==> config.mk <==
export PLATFORM = sky130hd
export DESIGN_NAME = lcd_sequencer
export DESIGN_NICKNAME = d
export VERILOG_FILES = /design/src/rtl/lcd_sequencer.sv
export SDC_FILE = /design/constraint.sdc
export NUM_CORES = 1
export LEC_CHECK = 0
export ABC_AREA = 1
export BUFFER_PORTS_ARGS = -buffer_cell sky130_fd_sc_hd__buf_4
export CAP_MARGIN = 25
export CELL_PAD_IN_SITES_DETAIL_PLACEMENT = 1
export CELL_PAD_IN_SITES_GLOBAL_PLACEMENT = 2
export CORE_MARGIN = 2
export CORE_UTILIZATION = 40
export CTS_BUF_LIST = sky130_fd_sc_hd__clkbuf_16
export DETAILED_ROUTE_END_ITERATION = 7
export HOLD_SLACK_MARGIN = 0.08
export PLACE_DENSITY_LB_ADDON = 0.12
export RECOVER_POWER = 100
export SLEW_MARGIN = 20
export SYNTH_ARGS = -nofsm -noshare
export SYNTH_HDL_FRONTEND = slang
export SYNTH_SLANG_ARGS = --single-unit
==> constraint.sdc <==
create_clock -name clk -period 5 [get_ports clk]
set_input_delay 0.5 -clock clk [delete_from_list [all_inputs] [get_ports clk]]
set_output_delay 0.5 -clock clk [all_outputs]
set_load 0.02 [all_outputs]
==> src/rtl/lcd_sequencer.sv <==
// lcd_sequencer
// Drives a single-byte HD44780-style LCD writer. After reset it waits out the
// LCD power-up time, plays the fixed init command list, and from then on drains
// a small character FIFO into display RAM while tracking the cursor position.
//
// Ports:
//   clk, reset            system clock, synchronous active-high reset
//   char_valid/char_data  host byte stream (0x0A is a newline request)
//   char_ready            FIFO can take a byte this cycle
//   clear_req             one-cycle request to clear the display and home the cursor
//   wr_start/wr_rs/wr_data/wr_done   handshake with the byte writer
//   init_done             init command list finished (sticky until reset)
//   busy                  sequencer active or characters still queued
//   cur_col/cur_line      cursor position the next character will land on
module lcd_sequencer #(
    parameter int FIFO_DEPTH        = 16,
    parameter int POWERUP_CYCLES    = 750000,
    parameter int CLEAR_WAIT_CYCLES = 80000,
    parameter int LINE_LEN          = 16
) (
    input  logic       clk,
    input  logic       reset,
    input  logic       char_valid,
    input  logic [7:0] char_data,
    output logic       char_ready,
    input  logic       clear_req,
    output logic       wr_start,
    output logic       wr_rs,
    output logic [7:0] wr_data,
    input  logic       wr_done,
    output logic       init_done,
    output logic       busy,
    output logic [3:0] cur_col,
    output logic       cur_line
);

    localparam int AW      = $clog2(FIFO_DEPTH);
    localparam int FCW     = AW + 1;
    localparam int CNT_MAX = (POWERUP_CYCLES > CLEAR_WAIT_CYCLES) ? POWERUP_CYCLES : CLEAR_WAIT_CYCLES;
    localparam int CW      = $clog2(CNT_MAX + 1);
    localparam logic [2:0] INIT_LAST = 3'd5;

    typedef enum logic [3:0] {
        POWERUP,
        INIT_ISSUE,
        INIT_WAIT,
        IDLE,
        CHAR_ISSUE,
        CHAR_WAIT,
        NL_ISSUE,
        NL_WAIT,
        CLR_ISSUE,
        CLR_WAIT,
        DELAY
    } state_t;

    typedef enum logic {
        RET_INIT,
        RET_IDLE
    } delay_ret_t;

    state_t        state;
    delay_ret_t    delay_ret;
    logic [CW-1:0] counter;
    logic [2:0]    init_idx;
    logic [7:0]    init_byte;
    logic [7:0]    char_byte;
    logic          clear_pend;

    logic [7:0]     fifo_mem [FIFO_DEPTH];
    logic [AW-1:0]  rd_ptr;
    logic [AW-1:0]  wr_ptr;
    logic [FCW-1:0] fifo_count;
    logic [7:0]     head_byte;
    logic           fifo_empty;
    logic           fifo_full;
    logic           push;
    logic           pop;

    // The FSM only pops from IDLE when no clear is waiting, so the pop decision
    // depends on registers alone. That lets char_ready admit a byte into a full
    // FIFO in the same cycle the head is being taken out.
    assign fifo_empty = (fifo_count == '0);
    assign fifo_full  = (fifo_count == FCW'(FIFO_DEPTH));
    assign pop        = (state == IDLE) && !clear_pend && !fifo_empty;
    assign char_ready = !fifo_full || pop;
    assign push       = char_valid && char_ready;
    assign head_byte  = fifo_mem[rd_ptr];
    assign busy       = (state != IDLE) || !fifo_empty;

    // Fixed init command list: 8-bit/2-line mode twice, display on, clear,
    // entry mode increment, cursor home to line 0.
    always_comb begin
        init_byte = 8'h80;
        case (init_idx)
            3'd0:    init_byte = 8'h38;
            3'd1:    init_byte = 8'h38;
            3'd2:    init_byte = 8'h0C;
            3'd3:    init_byte = 8'h01;
            3'd4:    init_byte = 8'h06;
            default: init_byte = 8'h80;
        endcase
    end

    // FIFO storage has no reset; validity is carried entirely by the pointers.
    always_ff @(posedge clk) begin
        if (push) begin
            fifo_mem[wr_ptr] <= char_data;
        end
    end

    // FIFO pointers and occupancy. Depth is a power of two, so the pointers
    // wrap naturally; a simultaneous push and pop leaves the count unchanged.
    always_ff @(posedge clk) begin
        if (reset) begin
            rd_ptr     <= '0;
            wr_ptr     <= '0;
            fifo_count <= '0;
        end else begin
            if (push) begin
                wr_ptr <= wr_ptr + AW'(1);
            end
            if (pop) begin
                rd_ptr <= rd_ptr + AW'(1);
            end
            case ({push, pop})
                2'b10:   fifo_count <= fifo_count + FCW'(1);
                2'b01:   fifo_count <= fifo_count - FCW'(1);
                default: fifo_count <= fifo_count;
            endcase
        end
    end

    // Main sequencer. wr_start defaults low every cycle so an ISSUE state
    // produces exactly one pulse. In the WAIT states a wr_done that coincides
    // with our own start pulse is ignored, since it cannot belong to this
    // transfer. A clear request arriving in the same cycle the pending clear is
    // being issued is kept, so it is not lost.
    always_ff @(posedge clk) begin
        if (reset) begin
            state      <= POWERUP;
            delay_ret  <= RET_INIT;
            counter    <= '0;
            init_idx   <= '0;
            char_byte  <= 8'h00;
            clear_pend <= 1'b0;
            wr_start   <= 1'b0;
            wr_rs      <= 1'b0;
            wr_data    <= 8'h00;
            init_done  <= 1'b0;
            cur_col    <= 4'd0;
            cur_line   <= 1'b0;
        end else begin
            wr_start <= 1'b0;
            if (clear_req) begin
                clear_pend <= 1'b1;
            end

            case (state)
                POWERUP: begin
                    if (counter == CW'(POWERUP_CYCLES - 1)) begin
                        counter <= '0;
                        state   <= INIT_ISSUE;
                    end else begin
                        counter <= counter + CW'(1);
                    end
                end

                INIT_ISSUE: begin
                    wr_start <= 1'b1;
                    wr_rs    <= 1'b0;
                    wr_data  <= init_byte;
                    state    <= INIT_WAIT;
                end

                INIT_WAIT: begin
                    if (wr_done && !wr_start) begin
                        if (init_idx == INIT_LAST) begin
                            init_done <= 1'b1;
                            state     <= IDLE;
                        end else begin
                            init_idx <= init_idx + 3'd1;
                            if (init_byte == 8'h01) begin
                                counter   <= '0;
                                delay_ret <= RET_INIT;
                                state     <= DELAY;
                            end else begin
                                state <= INIT_ISSUE;
                            end
                        end
                    end
                end

                IDLE: begin
                    if (clear_pend) begin
                        state <= CLR_ISSUE;
                    end else if (!fifo_empty) begin
                        if (head_byte == 8'h0A) begin
                            cur_line <= ~cur_line;
                            cur_col  <= 4'd0;
                            state    <= NL_ISSUE;
                        end else begin
                            char_byte <= head_byte;
                            state     <= CHAR_ISSUE;
                        end
                    end
                end

                CHAR_ISSUE: begin
                    wr_start <= 1'b1;
                    wr_rs    <= 1'b1;
                    wr_data  <= char_byte;
                    state    <= CHAR_WAIT;
                end

                CHAR_WAIT: begin
                    if (wr_done && !wr_start) begin
                        if (cur_col == 4'(LINE_LEN - 1)) begin
                            cur_col  <= 4'd0;
                            cur_line <= ~cur_line;
                            state    <= NL_ISSUE;
                        end else begin
                            cur_col <= cur_col + 4'd1;
                            state   <= IDLE;
                        end
                    end
                end

                NL_ISSUE: begin
                    wr_start <= 1'b1;
                    wr_rs    <= 1'b0;
                    wr_data  <= cur_line ? 8'hC0 : 8'h80;
                    state    <= NL_WAIT;
                end

                NL_WAIT: begin
                    if (wr_done && !wr_start) begin
                        state <= IDLE;
                    end
                end

                CLR_ISSUE: begin
                    wr_start   <= 1'b1;
                    wr_rs      <= 1'b0;
                    wr_data    <= 8'h01;
                    clear_pend <= clear_req;
                    cur_col    <= 4'd0;
                    cur_line   <= 1'b0;
                    state      <= CLR_WAIT;
                end

                CLR_WAIT: begin
                    if (wr_done && !wr_start) begin
                        counter   <= '0;
                        delay_ret <= RET_IDLE;
                        state     <= DELAY;
                    end
                end

                DELAY: begin
                    if (counter == CW'(CLEAR_WAIT_CYCLES - 1)) begin
                        counter <= '0;
                        state   <= (delay_ret == RET_INIT) ? INIT_ISSUE : IDLE;
                    end else begin
                        counter <= counter + CW'(1);
                    end
                end

                default: state <= POWERUP;
            endcase
        end
    end

endmodule

==> flow_summary.json <==
{
  "r2r-start": "init_idx[0]$_SDFFE_PP0P_",
  "synth_nets": 1105,
  "grt_busiest_layer": "met2",
  "num_vias": 7116,
  "hold_violations": 0,
  "combPwrFrac_pct": 3.2,
  "clkSinkCount": 198,
  "synthTopCellsByArea": "edfxtp_1 (41%), dfxtp_1 (15%), nand2_1 (11%)",
  "yosysTopAreaCellShare_pct": 41.3,
  "switchingPower_uw": 763,
  "power_mw": 3.26,
  "yosysUniqueCellTypes": 45,
  "start_util_pct": 40.9,
  "power_frac_seq_pct": 54.2,
  "cts_root_buf": "clkbuf_16",
  "grt_max_degree": 70,
  "slew_viol_final": 0,
  "fp.dieW_um": 157,
  "rsz0062_at_grt": "no",
  "start_kind": "flop",
  "h-tree-depth": 4,
  "hold_buffers": 0,
  "drtAntennaViolNets": 0,
  "num_rows": 55,
  "met2_usage_pct": 33.2,
  "insertion_delay_ns": 0.44,
  "crit_type": "reg -> reg",
  "clock_power_share_pct": 42.6,
  "cts_made_buffers": 17,
  "ys_seq_area_share_pct": 56.3,
  "yosysTopAreaCell": "edfxtp_1",
  "period_minus_slack_ns": 3.70,
  "portBuffers": 30,
  "pin_count": 31,
  "antenna_found_initial": 0,
  "leakage_nw": 4.09,
  "coreArea_um2": 22800,
  "overflow": 0,
  "drt-initial-drc-count": 443,
  "min-delay-start": "clear_req",
  "fin_nets": 1121,
  "crit_path_end_kind": "flop",
  "status": "complete, no violations",
  "final_layout_size_suffix_gt1_share_pct": 5.35,
  "ir_drop_v": 0.000230,
  "final_area_um2": 10200,
  "power.internal_mw": 2.49,
  "die_h_um": 157,
  "worst_ep_arrival_time_ns": 4.03,
  "path_clk_slew_ns": 0.08,
  "syn_area_um2": 9320,
  "synth.yosys.warnings": 0,
  "critPathRequiredTime_ns": 5.32,
  "synth-seq-cells": 198,
  "async_flop_share_pct": 0,
  "p_per_area_nw_per_um2": 319,
  "grtUsageMet1_pct": 31.8,
  "place.gp.congestion": 0.811,
  "syn_to_final_growth_pct": 9.45,
  "synthCells": 1074,
  "place_area_um2": 9740,
  "synth.avg_cell_area_um2": 8.68,
  "fin_crit_sh_pct": 74.0,
  "ctsResizeCount": 0,
  "drtPass1Iterations": 5,
  "cp-startpoint": "init_idx[0]$_SDFFE_PP0P_",
  "reg2reg_slack_ns": 1.30,
  "grt_usage_pct": 21.5,
  "grtUsageMet3_pct": 2.91,
  "yosys.cell_count.top_type": "nand2_1",
  "worst-path-max-fanout": 12,
  "ys.flop_type": "edfxtp_1",
  "synth_edf_count": 128,
  "fmax_mhz": 270,
  "wl_per_cell_um": 17.4,
  "cts_setup_buffers": 0,
  "synth_common_cells": "nand2_1 (264), inv_1 (137), edfxtp_1 (128), nor2_1 (118), nand3_1 (105)",
  "tritoncts": "built",
  "min-delay-path-class": "in -> reg",
  "setup_viol": 0,
  "tns_ns": 0,
  "n_antenna_cell": 0,
  "post-dp-hpwl_um": 16800,
  "tightest_slew_ns": 1.02,
  "maxSlewHeadroom_pct": 31.8,
  "grt_pass1_wl_um": 40400,
  "swShare_pct": 23.4,
  "vias_per_cell": 5.03,
  "grt_pass1_vias": 7363,
  "cts_buffer_depth": 2,
  "clock_skew_ns": 0.0125,
  "drc": 0,
  "die_area_um2": 24500,
  "maxCapViolations": 0,
  "wirelength_um": 24600
}
flip-flops by register name, summed over array words and instances (netlist names), named ones only:
signal	flops
clear_pend	1
state	4
char_byte	8
init_done	1
wr_data	8
init_idx	3
wr_start	1
cur_line	1
fifo_count	5
delay_ret	1
wr_rs	1
counter	20
fifo_mem	128
cur_col	4
wr_ptr	4
rd_ptr	4
worst paths after layout:
path | to | depth (start not counted)
min | clear_pend$_SDFFE_PP0P_ | 3
max | counter[18]$_SDFFE_PP0P_ | 14
min reg2reg | char_byte[6]$_SDFFE_PP0P_ | 2
max reg2reg | counter[18]$_SDFFE_PP0P_ | 14
per-layer routing:
layer | share of wire (%) | vias to the layer above
met5 | 0 | -
met4 | 1.3 | 0
met3 | 2.6 | 19
met2 | 45 | 82
met1 | 51 | 3459
li1 | - | 3556
through the flow:
step	utilization [%]	hold WS [ns]	std cells	setup WS, ns
2_1_floorplan	-	0.425	1074	2.34
3_3_place_gp	42.8	0.456	1384	2.08
3_5_place_dp	42.8	0.472	1384	2.10
4_1_cts	45.3	0.272	1416	2.05
5_1_grt	44.8	0.305	1416	0.883
6_report	44.8	0.280	1416	1.30
layout make-up:
| type | instances | area (µm²) |
|---|---|---|
| fill | 2716 | 12600 |
| sequential | 198 | 5250 |
| multi-input combinational | 692 | 3270 |
| inverter | 148 | 558 |
| clock buffer | 17 | 425 |
| tap | 313 | 392 |
| clock inverter | 15 | 154 |
| timing repair buffer | 33 | 150 |
layout by cell type, fill, tap and decap left out, types with 5 or more instances in the layout:
cell type / netlist / routed
nand2_1: 264 / 266
inv_1: 137 / 139
edfxtp_1: 128 / 128
nor2_1: 118 / 123
nand3_1: 105 / 105
dfxtp_1: 70 / 69
a21oi_1: 52 / 52
o21ai_0: 36 / 40
clkbuf_1: 10 / 26
nor3_1: 17 / 17
ha_1: 17 / 17
clkbuf_16: 0 / 17
o21ai_1: 17 / 14
nor4_1: 10 / 10
inv_2: 10 / 7
nand4_1: 7 / 7
buf_4: 0 / 7
inv_8: 0 / 6
o211ai_1: 5 / 5
cells by family (layout without fill, tap and decap cells):
family                   Yosys count  count (layout)  share of synthesized area [%]
AO/OA/AOI/OAI                    123             123                           7.20
XOR/XNOR                           6               6                          0.564
adder cells (fa/ha/maj)           18              18                           2.50
buffers and inverters            184             213                           8.30
flip-flops                       198             198                           56.3
AND/OR/NAND/NOR                  545             545                           25.2
power by group through the flow:
stage          logic, mW  registers (mW)  clock network [mW]
2_1_floorplan     0.0566            1.80                   0
3_3_place_gp       0.106            1.80                   0
3_5_place_dp       0.108            1.80                   0
4_1_cts            0.109            1.77                1.41
5_1_grt            0.118            1.77                1.48
6_report           0.103            1.77                1.39
critical path: stages, from the launching register on:
cell and delay (ns):
dfxtp_1 0.41, inv_1 0.09, ha_1 0.22, o21ai_0 0.31
nand2_1 0.12, nor2_1 0.15, nand4_1 0.19, nand2_1 0.17
nand2_1 0.11, nor2_1 0.79, inv_2 0.32, o21ai_4 0.32
inv_1 0.20, o21ai_0 0.12, a21oi_1 0.05
Power figures use the tool's default switching activity.
